[src/rtl/muldiv_pkg.sv]
// Shared definitions for the sequential multiply/divide unit: ALU op codes,
// FSM state encoding and iteration count.
package muldiv_pkg;

    localparam int CALC_ITERS = 32;

    // ALU control codes (shared with the ALU decoder)
    localparam logic [3:0] OP_MUL    = 4'b1010;
    localparam logic [3:0] OP_MULH   = 4'b1011;
    localparam logic [3:0] OP_MULHSU = 4'b1100;
    localparam logic [3:0] OP_MULHU  = 4'b1101;
    localparam logic [3:0] OP_DIV    = 4'b1110;
    localparam logic [3:0] OP_DIVU   = 4'b1111;

    // State encodings kept as plain constants for legacy code that decodes them
    localparam logic [2:0] ST_IDLE = 3'd0;
    localparam logic [2:0] ST_PREP = 3'd1;
    localparam logic [2:0] ST_CALC = 3'd2;
    localparam logic [2:0] ST_FIX  = 3'd3;
    localparam logic [2:0] ST_DONE = 3'd4;

    typedef enum logic [2:0] {
        S_IDLE = ST_IDLE,
        S_PREP = ST_PREP,
        S_CALC = ST_CALC,
        S_FIX  = ST_FIX,
        S_DONE = ST_DONE
    } state_e;

    function automatic logic is_div_op(input logic [3:0] op);
        return (op == OP_DIV) || (op == OP_DIVU);
    endfunction

    function automatic logic is_valid_op(input logic [3:0] op);
        return op >= OP_MUL;
    endfunction

endpackage

[src/rtl/muldiv_seq_if.sv]
// Request/response bus of the sequential multiply/divide unit.
interface muldiv_seq_if #(
    parameter int XLEN = 32
);
    logic            req_valid;
    logic            req_ready;
    logic [3:0]      req_op;
    logic [XLEN-1:0] req_a;
    logic [XLEN-1:0] req_b;
    logic            flush;
    logic            resp_valid;
    logic            resp_ready;
    logic [XLEN-1:0] resp_result;
    logic            resp_zero;
    logic            busy;

    modport slave (
        input  req_valid, req_op, req_a, req_b, flush, resp_ready,
        output req_ready, resp_valid, resp_result, resp_zero, busy
    );

    modport master (
        output req_valid, req_op, req_a, req_b, flush, resp_ready,
        input  req_ready, resp_valid, resp_result, resp_zero, busy
    );
endinterface

[src/rtl/muldiv_sign_fix.sv]
// Sign conditioning for muldiv_seq: operand magnitudes and result sign on the
// way in, two's-complement restore and high/low word select on the way out.
module muldiv_sign_fix
    import muldiv_pkg::*;
#(
    parameter int XLEN = 32
) (
    input  logic [3:0]        i_op,
    input  logic [XLEN-1:0]   i_a,
    input  logic [XLEN-1:0]   i_b,
    input  logic [2*XLEN-1:0] i_raw,
    input  logic              i_neg,
    output logic [XLEN-1:0]   o_mag_a,
    output logic [XLEN-1:0]   o_mag_b,
    output logic              o_neg,
    output logic [XLEN-1:0]   o_result
);
    logic              w_a_neg;
    logic              w_b_neg;
    logic [2*XLEN-1:0] w_fixed;

    // Magnitudes and result sign; divide by zero keeps the all-ones quotient positive
    always_comb begin
        w_a_neg = ((i_op == OP_MULH) || (i_op == OP_MULHSU) || (i_op == OP_DIV)) && i_a[XLEN-1];
        w_b_neg = ((i_op == OP_MULH) || (i_op == OP_DIV)) && i_b[XLEN-1];
        o_mag_a = w_a_neg ? -i_a : i_a;
        o_mag_b = w_b_neg ? -i_b : i_b;
        o_neg   = (w_a_neg ^ w_b_neg) && !(is_div_op(i_op) && (i_b == '0));
    end

    // Low word of a 64-bit negate equals the 32-bit negate, so one path serves quotient and product
    always_comb begin
        w_fixed  = i_neg ? -i_raw : i_raw;
        o_result = ((i_op == OP_MULH) || (i_op == OP_MULHSU) || (i_op == OP_MULHU))
                   ? w_fixed[2*XLEN-1:XLEN] : w_fixed[XLEN-1:0];
    end

endmodule

[src/rtl/muldiv_seq.sv]
// Sequential radix-2 multiply/divide unit (shift-add multiply, restoring divide).
// Optional macro MULDIV_EARLY_OUT_EN: divide by zero, DIV overflow and multiply
// by zero finish straight from PREP instead of running the full CALC loop.
module muldiv_seq
    import muldiv_pkg::*;
#(
    parameter int XLEN = 32
) (
    input  logic         clk,
    input  logic         rst_n,
    muldiv_seq_if.slave  bus
);
    state_e            r_state;
    logic [3:0]        r_op;
    logic [XLEN-1:0]   r_a;
    logic [XLEN-1:0]   r_b;
    logic [XLEN-1:0]   r_opb;
    logic [2*XLEN-1:0] r_acc;
    logic              r_neg;
    logic [5:0]        r_cnt;
    logic [XLEN-1:0]   r_result;
    logic              r_zero;

    logic [XLEN-1:0]   w_mag_a;
    logic [XLEN-1:0]   w_mag_b;
    logic              w_neg;
    logic [XLEN-1:0]   w_fix_result;
    logic              w_is_div;
    logic [XLEN:0]     w_mul_sum;
    logic [2*XLEN-1:0] w_mul_next;
    logic [XLEN:0]     w_div_shift;
    logic [XLEN:0]     w_div_diff;
    logic [2*XLEN-1:0] w_div_next;

    muldiv_sign_fix #(.XLEN(XLEN)) u_sign_fix (
        .i_op     (r_op),
        .i_a      (r_a),
        .i_b      (r_b),
        .i_raw    (r_acc),
        .i_neg    (r_neg),
        .o_mag_a  (w_mag_a),
        .o_mag_b  (w_mag_b),
        .o_neg    (w_neg),
        .o_result (w_fix_result)
    );

    // One iteration step: r_acc holds {partial product, multiplier} or {remainder, dividend/quotient}
    always_comb begin
        w_is_div    = is_div_op(r_op);
        w_mul_sum   = {1'b0, r_acc[2*XLEN-1:XLEN]} + (r_acc[0] ? {1'b0, r_opb} : '0);
        w_mul_next  = {w_mul_sum, r_acc[XLEN-1:1]};
        w_div_shift = r_acc[2*XLEN-1:XLEN-1];
        w_div_diff  = w_div_shift - {1'b0, r_opb};
        if (!w_div_diff[XLEN]) begin
            w_div_next = {w_div_diff[XLEN-1:0], r_acc[XLEN-2:0], 1'b1};
        end else begin
            w_div_next = {w_div_shift[XLEN-1:0], r_acc[XLEN-2:0], 1'b0};
        end
    end

    // Sequencer FSM and datapath registers; flush overrides everything else
    always_ff @(posedge clk or negedge rst_n) begin
        if (!rst_n) begin
            r_state  <= S_IDLE;
            r_op     <= '0;
            r_a      <= '0;
            r_b      <= '0;
            r_opb    <= '0;
            r_acc    <= '0;
            r_neg    <= 1'b0;
            r_cnt    <= '0;
            r_result <= '0;
            r_zero   <= 1'b0;
        end else if (bus.flush) begin
            r_state <= S_IDLE;
        end else begin
            case (r_state)
                S_IDLE: begin
                    if (bus.req_valid) begin
                        r_op    <= bus.req_op;
                        r_a     <= bus.req_a;
                        r_b     <= bus.req_b;
                        r_state <= S_PREP;
                    end
                end
                S_PREP: begin
                    r_cnt <= '0;
                    if (!is_valid_op(r_op)) begin
                        r_result <= '0;
                        r_zero   <= 1'b1;
                        r_state  <= S_DONE;
`ifdef MULDIV_EARLY_OUT_EN
                    end else if (w_is_div && (r_b == '0)) begin
                        r_result <= '1;
                        r_zero   <= 1'b0;
                        r_state  <= S_DONE;
                    end else if ((r_op == OP_DIV) && (r_a == {1'b1, {(XLEN-1){1'b0}}}) && (r_b == '1)) begin
                        r_result <= {1'b1, {(XLEN-1){1'b0}}};
                        r_zero   <= 1'b0;
                        r_state  <= S_DONE;
                    end else if (!w_is_div && ((r_a == '0) || (r_b == '0))) begin
                        r_result <= '0;
                        r_zero   <= 1'b1;
                        r_state  <= S_DONE;
`endif
                    end else begin
                        r_opb   <= w_mag_b;
                        r_acc   <= {{XLEN{1'b0}}, w_mag_a};
                        r_neg   <= w_neg;
                        r_state <= S_CALC;
                    end
                end
                S_CALC: begin
                    r_acc <= w_is_div ? w_div_next : w_mul_next;
                    r_cnt <= r_cnt + 6'd1;
                    if (r_cnt == 6'(CALC_ITERS - 1)) begin
                        r_state <= S_FIX;
                    end
                end
                S_FIX: begin
                    r_result <= w_fix_result;
                    r_zero   <= (w_fix_result == '0);
                    r_state  <= S_DONE;
                end
                S_DONE: begin
                    if (bus.resp_ready) begin
                        r_state <= S_IDLE;
                    end
                end
                default: r_state <= S_IDLE;
            endcase
        end
    end

    // Handshake and status outputs decoded from state
    always_comb begin
        bus.req_ready   = (r_state == S_IDLE);
        bus.resp_valid  = (r_state == S_DONE);
        bus.busy        = (r_state != S_IDLE);
        bus.resp_result = r_result;
        bus.resp_zero   = r_zero;
    end

endmodule

[src/flat_wrapper.sv]
// flat-port wrapper written by rule: the top's interface ports become plain ports
module muldiv_seq_flat import muldiv_pkg::*;
#(
    parameter int XLEN = 32
)
  (clk, rst_n, bus_req_valid, bus_req_op, bus_req_a, bus_req_b, bus_flush, bus_resp_ready, bus_req_ready, bus_resp_valid, bus_resp_result, bus_resp_zero, bus_busy);
  muldiv_seq_if #(.XLEN(XLEN)) bus_i ();
  input  logic clk;
  input  logic rst_n;
  input wire logic [$bits(bus_i.req_valid)-1:0] bus_req_valid;
  input wire logic [$bits(bus_i.req_op)-1:0] bus_req_op;
  input wire logic [$bits(bus_i.req_a)-1:0] bus_req_a;
  input wire logic [$bits(bus_i.req_b)-1:0] bus_req_b;
  input wire logic [$bits(bus_i.flush)-1:0] bus_flush;
  input wire logic [$bits(bus_i.resp_ready)-1:0] bus_resp_ready;
  output wire logic [$bits(bus_i.req_ready)-1:0] bus_req_ready;
  output wire logic [$bits(bus_i.resp_valid)-1:0] bus_resp_valid;
  output wire logic [$bits(bus_i.resp_result)-1:0] bus_resp_result;
  output wire logic [$bits(bus_i.resp_zero)-1:0] bus_resp_zero;
  output wire logic [$bits(bus_i.busy)-1:0] bus_busy;
  assign bus_i.req_valid = bus_req_valid;
  assign bus_i.req_op = bus_req_op;
  assign bus_i.req_a = bus_req_a;
  assign bus_i.req_b = bus_req_b;
  assign bus_i.flush = bus_flush;
  assign bus_i.resp_ready = bus_resp_ready;
  assign bus_req_ready = bus_i.req_ready;
  assign bus_resp_valid = bus_i.resp_valid;
  assign bus_resp_result = bus_i.resp_result;
  assign bus_resp_zero = bus_i.resp_zero;
  assign bus_busy = bus_i.busy;
  muldiv_seq #(.XLEN(XLEN)) u_core (.clk(clk), .rst_n(rst_n), .bus(bus_i));
endmodule
[config.mk]
export PLATFORM = sky130hd
export DESIGN_NAME = muldiv_seq_flat
export DESIGN_NICKNAME = d
export VERILOG_FILES = /design/src/rtl/muldiv_pkg.sv /design/src/rtl/muldiv_seq_if.sv /design/src/rtl/muldiv_sign_fix.sv /design/src/rtl/muldiv_seq.sv /design/src/flat_wrapper.sv
export SDC_FILE = /design/constraint.sdc
export NUM_CORES = 1
export LEC_CHECK = 0
export CAP_MARGIN = 25
export CORE_AREA = 2 2 199 201
export CTS_BUF_LIST = sky130_fd_sc_hd__clkbuf_8
export DETAILED_ROUTE_END_ITERATION = 6
export DIE_AREA = 0 0 201 203
export GPL_TIMING_DRIVEN = 0
export PLACE_DENSITY = 0.6
export SLEW_MARGIN = 20
export SYNTH_ARGS = -nofsm -noshare
export SYNTH_HDL_FRONTEND = slang
export SYNTH_SLANG_ARGS = --single-unit
[constraint.sdc]
create_clock -name clk -period 3.8 [get_ports clk]
set_input_delay 0.76 -clock clk [delete_from_list [all_inputs] [get_ports clk]]
set_output_delay 0.76 -clock clk [all_outputs]
set_load 0.005 [all_outputs]
==> results_dict.tcl, run 1 <==
set metrics [dict create \
    cts_max_path_buffers 3 \
    p_leak_nw 7.76 \
    grt-ovfl-total 0 \
    clock_power_share_pct 16.6 \
    hold_path_class "primary input to async pin" \
    die_area_sq_um 40800 \
    worst-path-buf-inv 0 \
    tritoncts "done" \
    synthArstFlopShare_pct 100 \
    fmax_mhz 272 \
    num_vias 14027 \
    worst_pin_slew_ps 874 \
    initial_core_util_pct 39.7 \
    worstPathMaxFanout 8 \
    drc 4 \
    syn-num-nets 1933 \
    grt_pass1_vias 13521 \
    dpl-instance-area_sq_um 17100 \
    drive_gt1_share_pct 10.4 \
    pwr_density_cell_nw_per_um2 808 \
    criticalPathCategory "flop to flop" \
    num_rows 72 \
    synth-seq-area-share_pct 33.9 \
    setup-tns-final_ps 0 \
    clk_pin_slew_ps 60 \
    slowest_stage "dfrtp_1" \
    pwr-share-comb_pct 55.6 \
    synth_warnings 0 \
    gp_congestion 0.933 \
    diodes 0 \
    grt_max_degree 92 \
    cts-root-buf "clkbuf_8" \
    synth_cell_types 83 \
    cpPeakStageDelay_ps 540 \
    grtUsageTotal_pct 24.0 \
    power_frac_seq_pct 27.8 \
    first_iter_violations 1176 \
    drt_wl_total_um 49500 \
    cts.sinks 207 \
    ctsHoldBuffers 0 \
    synthFlopType "dfrtp_1" \
    setup_ws_ps 125 \
    setup.worst_path.start_class "flop" \
    power.internal_mw 7.76 \
    final_max_slew_viol_count 0 \
    synth-edff-count 0 \
    ios 109 \
    dpl_worst_slack_ps -642 \
    finalClockSkew_ps 37.5 \
    synth_area_per_cell_sq_um 8.54 \
    slew_headroom_pct 41.8 \
    setup-violations-final 0 \
    cap_viol_max_count 0 \
    crit_required_ps 4250 \
    area_delta_synth_final_pct 18.4 \
    cts_inserted_buffers 37 \
    post-dp-hpwl_um 38600 \
    die_y_um 203 \
    synth_area_sq_um 15300 \
    arrival_ps 4130 \
    status "finished, violations left" \
    die-width_um 201 \
    antenna_found_initial 0 \
    synthCells 1790 \
    crit_chain "ha_1, and2_1, nand4_1, a21oi_1, nor2_1, o31ai_1, nand4_1, a21oi_1, nor4_1, a2111oi_4, o31ai_1" \
    h-tree-depth 2 \
    crit_family "compound AO/OA/AOI/OAI gates" \
    fin_crit_sh_pct 96.7 \
    via_per_inst 5.64 \
    end_kind "flop" \
    core_sq_um 38500 \
    final_area_sq_um 18100 \
    grt_pass1_wl_um 77400 \
    dr.pass1.iters 7 \
    worst_ir_drop_vdd_mv 0.403 \
    switching_share_pct 46.9 \
    switching_power_mw 6.86 \
    wl_per_cell_um 19.9 \
    io_buffers 108 \
    num-nets-final 2089 \
    synth-seq-cells 207 \
    final_hold_viol_count 0 \
    violations "DRC" \
    period_minus_slack_ps 3680 \
    detail-route-antenna-nets 0 \
    clk-insertion-delay-late_ps 580 \
]
## flip-flops by register name, summed over array words and instances, names as in the netlist
signal,count
u_core.r_a,32
u_core.r_state,3
u_core.bus.resp_zero,1
u_core.r_acc,64
u_core.r_b,32
u_core.r_neg,1
u_core.r_op,4
u_core.r_cnt,6
u_core.r_opb,32
u_core.bus.resp_result,32
## metal layers
layer  GRT usage (%)  wire [um]  vias up
met4            7.49       1400        0
met2            37.5      21900      492
met1            33.7      22900     6678
met5               0          0        -
li1                -          -     6772
met3            4.21       3260       85
## cell families after synthesis
family,count (synthesis),synth area share [%]
AO/OA/AOI/OAI,511,21.3
buffers and inverters,167,4.27
XOR/XNOR,169,9.69
flip-flops,207,33.9
AND/OR/NAND/NOR,564,17.8
multiplexers,102,7.25
adder cells (fa/ha/maj),70,5.83
## area by class of cell
class	count	area, sq um
inverter	67	254
timing repair buffer	119	1210
buffer	98	419
multi-input combinational	1416	9530
fill	3839	20400
tap	518	648
clock inverter	15	171
clock buffer	49	674
sequential	207	5180
## cell usage in the layout, fill, tap and decap left out, drive strengths merged, types with 74 or more instances in the layout
master / Yosys / final
clkbuf: 77 / 126
a21oi: 125 / 125
nand2: 205 / 205
xor2: 78 / 78
nor2: 142 / 142
xnor2: 91 / 91
clkdlybuf4s50: 0 / 107
dfrtp: 207 / 207
inv: 65 / 74
o21ai: 177 / 177
## worst paths after layout
check | start | to | slack [ps] | cells after the start
hold reg to reg | u_core.bus.resp_result[26] | u_core.bus.resp_result[26] | 490 | 2
hold / removal | rst_n | u_core.r_b[0] | 110 | 1
max in group asynchronous | rst_n | u_core.r_acc[41] | 2540 | 3
min in group clk | u_core.bus.resp_result[26] | u_core.bus.resp_result[26] | 490 | 2
setup reg to reg | u_core.r_acc[39] | u_core.r_acc[63] | 120 | 11
setup / recovery | u_core.r_acc[39] | u_core.r_acc[63] | 120 | 11
## timing repair
| action | CTS | global route |
|---|---|---|
| buffers inserted | 2 | 7 |
| resized for setup | 21 | 15 |
| hold endpoints to repair | 0 | 0 |
| setup endpoints to repair | 39 | 32 |
| pin swaps | 1 | 2 |
## cell usage after synthesis, drive strengths merged (4+ instances only)
master,number,share of area (%)
xnor2,91,5.2
o31ai,26,1.3
or3,14,0.61
nor2,142,3.5
a22o,17,0.98
o21bai,5,0.25
o211ai,17,0.84
nand4,20,0.82
nor4,21,1.2
a21oi,125,4.1
o221ai,10,0.57
a211oi,4,0.20
nand2b,9,0.37
nand3,46,1.6
or4,18,0.93
o41ai,18,1.3
clkbuf,77,1.9
o21a,7,0.34
and3,16,0.66
mux2i,32,2.1
o21ai,177,5.8
nor3,28,0.98
nand2,205,5.0
nor3b,4,0.20
nor2b,14,0.57
dfrtp,207,34
buf,23,0.73
mux2,70,5.2
a31oi,12,0.49
or2,10,0.43
a221oi,4,0.23
inv,65,1.6
xor2,78,4.5
a21o,32,1.6
a22oi,18,0.88
o2111ai,4,0.23
ha,68,5.6
and2,8,0.33
## per-stage QoR
step	hold slack, ps	power (mW)	cells	utilization, %
after floorplan	458	9.41	1790	-
after global placement	472	11.7	2416	44.2
after detailed placement	481	11.9	2418	44.4
after CTS	101	14.4	2484	46.8
after global routing	118	15.7	2489	47.0
final	111	14.6	2489	47.0
## power groups by stage
stage	clock network (mW)	registers, mW	logic, mW
3_3_place_gp	0	4.05	7.70
4_1_cts	2.48	4.05	7.90
3_5_place_dp	0	4.09	7.82
5_1_grt	2.58	4.18	8.93
6_report	2.43	4.07	8.13
2_1_floorplan	0	3.72	5.68
Power figures use the tool's default switching activity.
==> run 2: changes to the inputs <==
- CAP_MARGIN: 25 -> not set
- PLACE_DENSITY: 0.6 -> not set
==> results of run 2 <==
No change in the layout: final DEF, timing and power equal those of run 1.
